===== src/rtl/imm_enc_pkg.sv =====
// -----------------------------------------------------------------------------
// imm_enc_pkg : shared types and opcode constants for the immediate encoder
// Rev 1.0
// -----------------------------------------------------------------------------
`default_nettype none

package imm_enc_pkg;

  typedef enum logic [2:0] {
    FMT_R = 3'd0,
    FMT_I = 3'd1,
    FMT_S = 3'd2,
    FMT_B = 3'd3,
    FMT_U = 3'd4,
    FMT_J = 3'd5
  } fmt_e;

  typedef struct packed {
    logic [2:0]  fmt;
    logic [6:0]  opcode;
    logic [2:0]  funct3;
    logic [6:0]  funct7;
    logic [4:0]  rd;
    logic [4:0]  rs1;
    logic [4:0]  rs2;
    logic [31:0] imm;
  } instr_fields_t;

  localparam logic [6:0] OP_IMM    = 7'b0010011;
  localparam logic [6:0] OP_LOAD   = 7'b0000011;
  localparam logic [6:0] OP_STORE  = 7'b0100011;
  localparam logic [6:0] OP_BRANCH = 7'b1100011;
  localparam logic [6:0] OP_LUI    = 7'b0110111;
  localparam logic [6:0] OP_JAL    = 7'b1101111;

  // True when v[31:lsb] is a pure sign extension (all zeros or all ones).
  function automatic logic fits_signed(input logic [31:0] v, input int unsigned lsb);
    logic [31:0] s;
    s = $signed(v) >>> lsb;
    return (s == '0) || (s == '1);
  endfunction

endpackage

`default_nettype wire


===== src/rtl/imm_pack.sv =====
// -----------------------------------------------------------------------------
// imm_pack : combinational RV32I field packer with immediate range check
// Rev 1.0
// -----------------------------------------------------------------------------
`default_nettype none

module imm_pack
  import imm_enc_pkg::*;
(
  input  instr_fields_t f_i,
  output logic [31:0]   instr_o,
  output logic          err_o
);

  always_comb begin
    instr_o = '0;
    err_o   = 1'b0;
    case (f_i.fmt)
      FMT_R: begin
        instr_o = {f_i.funct7, f_i.rs2, f_i.rs1, f_i.funct3, f_i.rd, f_i.opcode};
      end
      FMT_I: begin
        instr_o = {f_i.imm[11:0], f_i.rs1, f_i.funct3, f_i.rd, f_i.opcode};
        err_o   = !fits_signed(f_i.imm, 11);
      end
      FMT_S: begin
        instr_o = {f_i.imm[11:5], f_i.rs2, f_i.rs1, f_i.funct3, f_i.imm[4:0], f_i.opcode};
        err_o   = !fits_signed(f_i.imm, 11);
      end
      FMT_B: begin
        instr_o = {f_i.imm[12], f_i.imm[10:5], f_i.rs2, f_i.rs1, f_i.funct3,
                   f_i.imm[4:1], f_i.imm[11], f_i.opcode};
        err_o   = !fits_signed(f_i.imm, 12) || f_i.imm[0];
      end
      FMT_U: begin
        instr_o = {f_i.imm[31:12], f_i.rd, f_i.opcode};
        err_o   = |f_i.imm[11:0];
      end
      FMT_J: begin
        instr_o = {f_i.imm[20], f_i.imm[10:1], f_i.imm[11], f_i.imm[19:12],
                   f_i.rd, f_i.opcode};
        err_o   = !fits_signed(f_i.imm, 20) || f_i.imm[0];
      end
      default: begin
        instr_o = '0;
        err_o   = 1'b1;
      end
    endcase
  end

endmodule

`default_nettype wire


===== src/rtl/imm_encoder.sv =====
// -----------------------------------------------------------------------------
// imm_encoder : 2-stage valid/ready RV32I instruction encoder with counters
// Optional: define IMM_ENCODER_ERR_CNT_EN to build the o_cnt_err counter.
// Rev 1.0
// -----------------------------------------------------------------------------
`default_nettype none

module imm_encoder
  import imm_enc_pkg::*;
#(
  parameter int CNT_W = 16
) (
  input  logic             i_clk,
  input  logic             i_rst_n,
  input  logic             i_valid,
  output logic             o_ready,
  input  logic [2:0]       i_fmt,
  input  logic [6:0]       i_opcode,
  input  logic [2:0]       i_funct3,
  input  logic [6:0]       i_funct7,
  input  logic [4:0]       i_rd,
  input  logic [4:0]       i_rs1,
  input  logic [4:0]       i_rs2,
  input  logic [31:0]      i_imm,
  output logic             o_valid,
  input  logic             i_ready,
  output logic [31:0]      o_instr,
  output logic             o_err,
  output logic [CNT_W-1:0] o_cnt_instr,
  output logic [CNT_W-1:0] o_cnt_err
);

  instr_fields_t    req;
  instr_fields_t    s1_fields_q;
  logic             s1_valid_q;
  logic             s2_valid_q;
  logic [31:0]      instr_q;
  logic             err_q;
  logic [31:0]      pack_instr;
  logic             pack_err;
  logic             s1_adv;
  logic             s2_adv;
  logic             hs;
  logic [CNT_W-1:0] cnt_instr_q;
  logic [CNT_W-1:0] cnt_instr_d;

  always_comb begin
    req        = '0;
    req.fmt    = i_fmt;
    req.opcode = i_opcode;
    req.funct3 = i_funct3;
    req.funct7 = i_funct7;
    req.rd     = i_rd;
    req.rs1    = i_rs1;
    req.rs2    = i_rs2;
    req.imm    = i_imm;
  end

  // Backpressure ripples combinationally from i_ready to o_ready.
  assign s2_adv  = !s2_valid_q || i_ready;
  assign s1_adv  = !s1_valid_q || s2_adv;
  assign o_ready = s1_adv;
  assign hs      = s2_valid_q && i_ready;

  imm_pack u_pack (
    .f_i     (s1_fields_q),
    .instr_o (pack_instr),
    .err_o   (pack_err)
  );

  always_ff @(posedge i_clk) begin
    if (!i_rst_n) begin
      s1_valid_q  <= 1'b0;
      s2_valid_q  <= 1'b0;
      s1_fields_q <= '0;
      instr_q     <= '0;
      err_q       <= 1'b0;
    end else begin
      if (s1_adv) begin
        s1_valid_q <= i_valid;
        if (i_valid) s1_fields_q <= req;
      end
      if (s2_adv) begin
        s2_valid_q <= s1_valid_q;
        if (s1_valid_q) begin
          instr_q <= pack_instr;
          err_q   <= pack_err;
        end
      end
    end
  end

  assign o_valid = s2_valid_q;
  assign o_instr = instr_q;
  assign o_err   = err_q;

  assign cnt_instr_d = (hs && !(&cnt_instr_q)) ? cnt_instr_q + CNT_W'(1) : cnt_instr_q;

  always_ff @(posedge i_clk) begin
    if (!i_rst_n) cnt_instr_q <= '0;
    else          cnt_instr_q <= cnt_instr_d;
  end

  assign o_cnt_instr = cnt_instr_q;

`ifdef IMM_ENCODER_ERR_CNT_EN
  logic [CNT_W-1:0] cnt_err_q;
  logic [CNT_W-1:0] cnt_err_d;

  assign cnt_err_d = (hs && err_q && !(&cnt_err_q)) ? cnt_err_q + CNT_W'(1) : cnt_err_q;

  always_ff @(posedge i_clk) begin
    if (!i_rst_n) cnt_err_q <= '0;
    else          cnt_err_q <= cnt_err_d;
  end

  assign o_cnt_err = cnt_err_q;
`else
  assign o_cnt_err = '0;
`endif

endmodule

`default_nettype wire

===== config.mk =====
export PLATFORM = sky130hd
export DESIGN_NAME = imm_encoder
export DESIGN_NICKNAME = d
export VERILOG_FILES = /design/src/rtl/imm_enc_pkg.sv /design/src/rtl/imm_pack.sv /design/src/rtl/imm_encoder.sv
export SDC_FILE = /design/constraint.sdc
export NUM_CORES = 1
export LEC_CHECK = 0
export ABC_AREA = 0
export BUFFER_PORTS_ARGS = -buffer_cell sky130_fd_sc_hd__buf_4
export CAP_MARGIN = 20
export CORE_ASPECT_RATIO = 0.8
export CORE_UTILIZATION = 45
export CTS_CLUSTER_DIAMETER = 40
export DETAILED_ROUTE_END_ITERATION = 12
export PLACE_DENSITY = 0.77
export SLEW_MARGIN = 20
export SYNTH_ARGS = -nofsm -noshare
export SYNTH_HDL_FRONTEND = slang
export SYNTH_SLANG_ARGS = --single-unit

===== constraint.sdc =====
create_clock -name i_clk -period 1.5 [get_ports i_clk]
set_input_delay 0.3 -clock i_clk [delete_from_list [all_inputs] [get_ports i_clk]]
set_output_delay 0.3 -clock i_clk [all_outputs]
set_load 0.02 [all_outputs]

==> metrics.txt <==
status=finished with violations; failing checks=negative setup slack; row count=34; Synth cell types=46; unrepaired setup endpoints after global routing=true; setup violators final=3; total track usage=0.265; Placement Cell Area=0.00637 sq mm; drt total wl=~16 mm; CTS tree=yes; filler cell count=approximately 860; worst-path fanout max=8; DP Wirelength=between 10 and 15 mm; switching portion of total power=0.231; Synth-to-Final Area Change=47.1%; CTS hold repair buffers=0; Skew-Pair Late Insertion Delay=410 ps; Net Sw Power=2.14 mW; H-tree levels=4; clock sink count=between 100 and 150; Starting Density=0.462; vias in the first global route=just under 5k; Synth top area share=0.470; pwr dens=1250 mW/mm^2; WL per Instance=roughly 17 um; via count=5252; Critical Path Sink Type=flop; Post-synth EDFFs=0; yosys warns=0; Min Hold Slack=approximately 140 ps; Place WS=-92.8 ps; core box area=0.0109 sq mm; Max-Cap Viols=0; Antenna diodes=0; syn_area_per_cell=~8.0 sq um; Worst EP arrival=1850 ps; die area=approximately 0.012 sq mm; Seq pwr share=0.369; Cells after Synth=around 630; Worst Setup Path Type=flop to flop; initial drt markers=between 500 and 600; Synth Cell Area=just over 0.005 sq mm; num ports=about 140; CTS Buf Count=17; layout cells sized above 1=0.340; CTS Root Cell=clkbuf_16; Synth Register Bits=between 100 and 150; fin crit share=1.01; Internal=7.12 mW; fmax=about 660 MHz; leakage=between 3 and 4 nW; first-pass GRT wire length=about 24 mm; DRC=0; Least-Margin Pin Slew=526 ps; most frequent cells after synthesis=nand2_1 (148), dfxtp_1 (118), a21oi_1 (71), nor2_1 (57), a22oi_1 (29); sequential cell area fraction in the yosys report=0.470; final worst setup slack=-22.3 ps; fin crit period=approximately 1500 ps; clock share of power=0.512; ys async rst share=0; die extent in y=roughly 97 um; largest net degree at the start of global routing=58; top post-synthesis cells by area=dfxtp_1 (47%), nand2_1 (11%), a21oi_1 (7.1%), a22oi_1 (4.3%), nor2_1 (4.3%); total gr overflow=0; Die Wd=approximately 120 um; Min-Delay Path Class=input port to flop; Fin. Hold Viols=0; Worst Skew=approximately 7.7 ps; Crit path required time=between 1500 and 2000 ps; antenna violations before repair=0; Via density=about 5.6; top_reg_cell synth=dfxtp_1; DRT Pass-1 Iters=5; Final Max Tran Viols=0; Peak supply drop=0.886 mV; cell taking the most area after synthesis=dfxtp_1; worst relative slew slack=0.646; Final #Nets=~850; number of buffers added on ports=121; CP Launch Type=flop; part of the power in combinational logic=0.118; count leader, synth=nand2_1; post-route ant nets=0; post-route cell area=between 0.007 and 0.008 sq mm; Max Buffers Root-to-Sink=2; global placer's final weighted congestion=0.869; clock transition at the registers of the reported paths=roughly 50 ps
-- power by group through the flow --
stage / sequential, mW / combinational [mW] / clock (mW)
5_1_grt: 3.43 / 1.18 / 4.90
6_report: 3.42 / 1.10 / 4.75
4_1_cts: 3.41 / 1.00 / 4.75
3_3_place_gp: 3.46 / 0.956 / 0
2_1_floorplan: 3.50 / 0.510 / 0
3_5_place_dp: 3.47 / 0.977 / 0
-- cell families after synthesis --
family | Yosys count | share of synthesized area
simple gates | 271 | 0.233
buf+inv | 67 | 0.0689
mux | 3 | 0.00647
compound gates | 153 | 0.197
flops | 118 | 0.470
other cells | 1 | 0.000746
xor+xnor | 12 | 0.0209
fa+ha+maj | 1 | 0.00249
-- cells in the final DEF, fill, tap and decap left out, types with 4 or more instances in the layout --
cell type / netlist / final
buf_4: 19 / 163
nand2_1: 148 / 145
dfxtp_1: 118 / 101
a21oi_1: 71 / 70
nor2_1: 57 / 56
a22oi_1: 29 / 26
clkbuf_16: 0 / 20
conb_1: 1 / 16
nor3_1: 17 / 15
dfxtp_2: 0 / 13
a221oi_1: 11 / 10
nand4_1: 10 / 10
xor2_1: 9 / 9
nand3_1: 9 / 8
nor4_1: 9 / 7
buf_6: 0 / 7
buf_12: 0 / 7
o21ai_1: 0 / 6
o221ai_2: 0 / 6
bufinv_16: 0 / 6
clkbuf_8: 0 / 5
o2bb2ai_1: 4 / 4
inv_1: 5 / 4
dfxtp_4: 0 / 4
-- worst max-delay path, cell delays in order (launching register included) --
cell and delay, ps:
dfxtp_4 340, nor2b_4 130, buf_6 110, buf_6 110, nor2b_4 200, buf_12 170
nand3_1 80, o311a_1 120, o211ai_1 170
-- cell type report --
class                      count  area (sq um)  share of cell area
timing repair buffer         181          1530               0.207
inverter                       6          23.8             0.00321
tap                          144           180              0.0244
multi-input combinational    456          2570               0.348
clock buffer                  24           502              0.0678
clock inverter                 8           190              0.0257
sequential                   118          2390               0.324
-- state kept, by name (all words and copies together), names as in the netlist --
register     count
o_cnt_instr     16
o_err            1
o_instr         32
o_valid          1
s1_fields_q     67
s1_valid_q       1
-- stage by stage --
| step | setup TNS (ps) | cells | utilization | power, mW |
|---|---|---|---|---|
| final | -46.5 | 937 | 0.679 | 9.26 |
| after global routing | -588 | 937 | 0.679 | 9.51 |
| after CTS | -114 | 931 | 0.656 | 9.17 |
| after detailed placement | -1050 | 898 | 0.585 | 4.45 |
| after global placement | -173 | 898 | 0.585 | 4.42 |
| after floorplan | 0 | 641 | - | 4.01 |
-- per-layer routing --
layer  routed length, um  share of wire  vias to the layer above  track usage
li1                    -              -                     2461            -
met1                6740           0.42                     2469        0.344
met2                7350           0.46                      277        0.429
met3                1370          0.086                       45       0.0604
met4                 481          0.030                        0        0.110
met5                   0              0                        -            0
-- path summary, 6_finish.rpt --
path / end / cells after the start / slack [ps] / from
setup / recovery: o_err / 8 / -20 / o_valid
hold / removal: s1_fields_q[54] / 3 / 140 / i_funct3[0]
setup reg to reg: o_err / 8 / -20 / o_valid
hold reg to reg: s1_fields_q[57] / 2 / 460 / s1_fields_q[57]
-- repair_timing --
item,4_1_cts,5_1_grt
pin swaps,4,26
cloned,0,4
resized for setup,16,42
buffers inserted,1,3
setup endpoints to repair,21,42
Power figures use the tool's default switching activity.
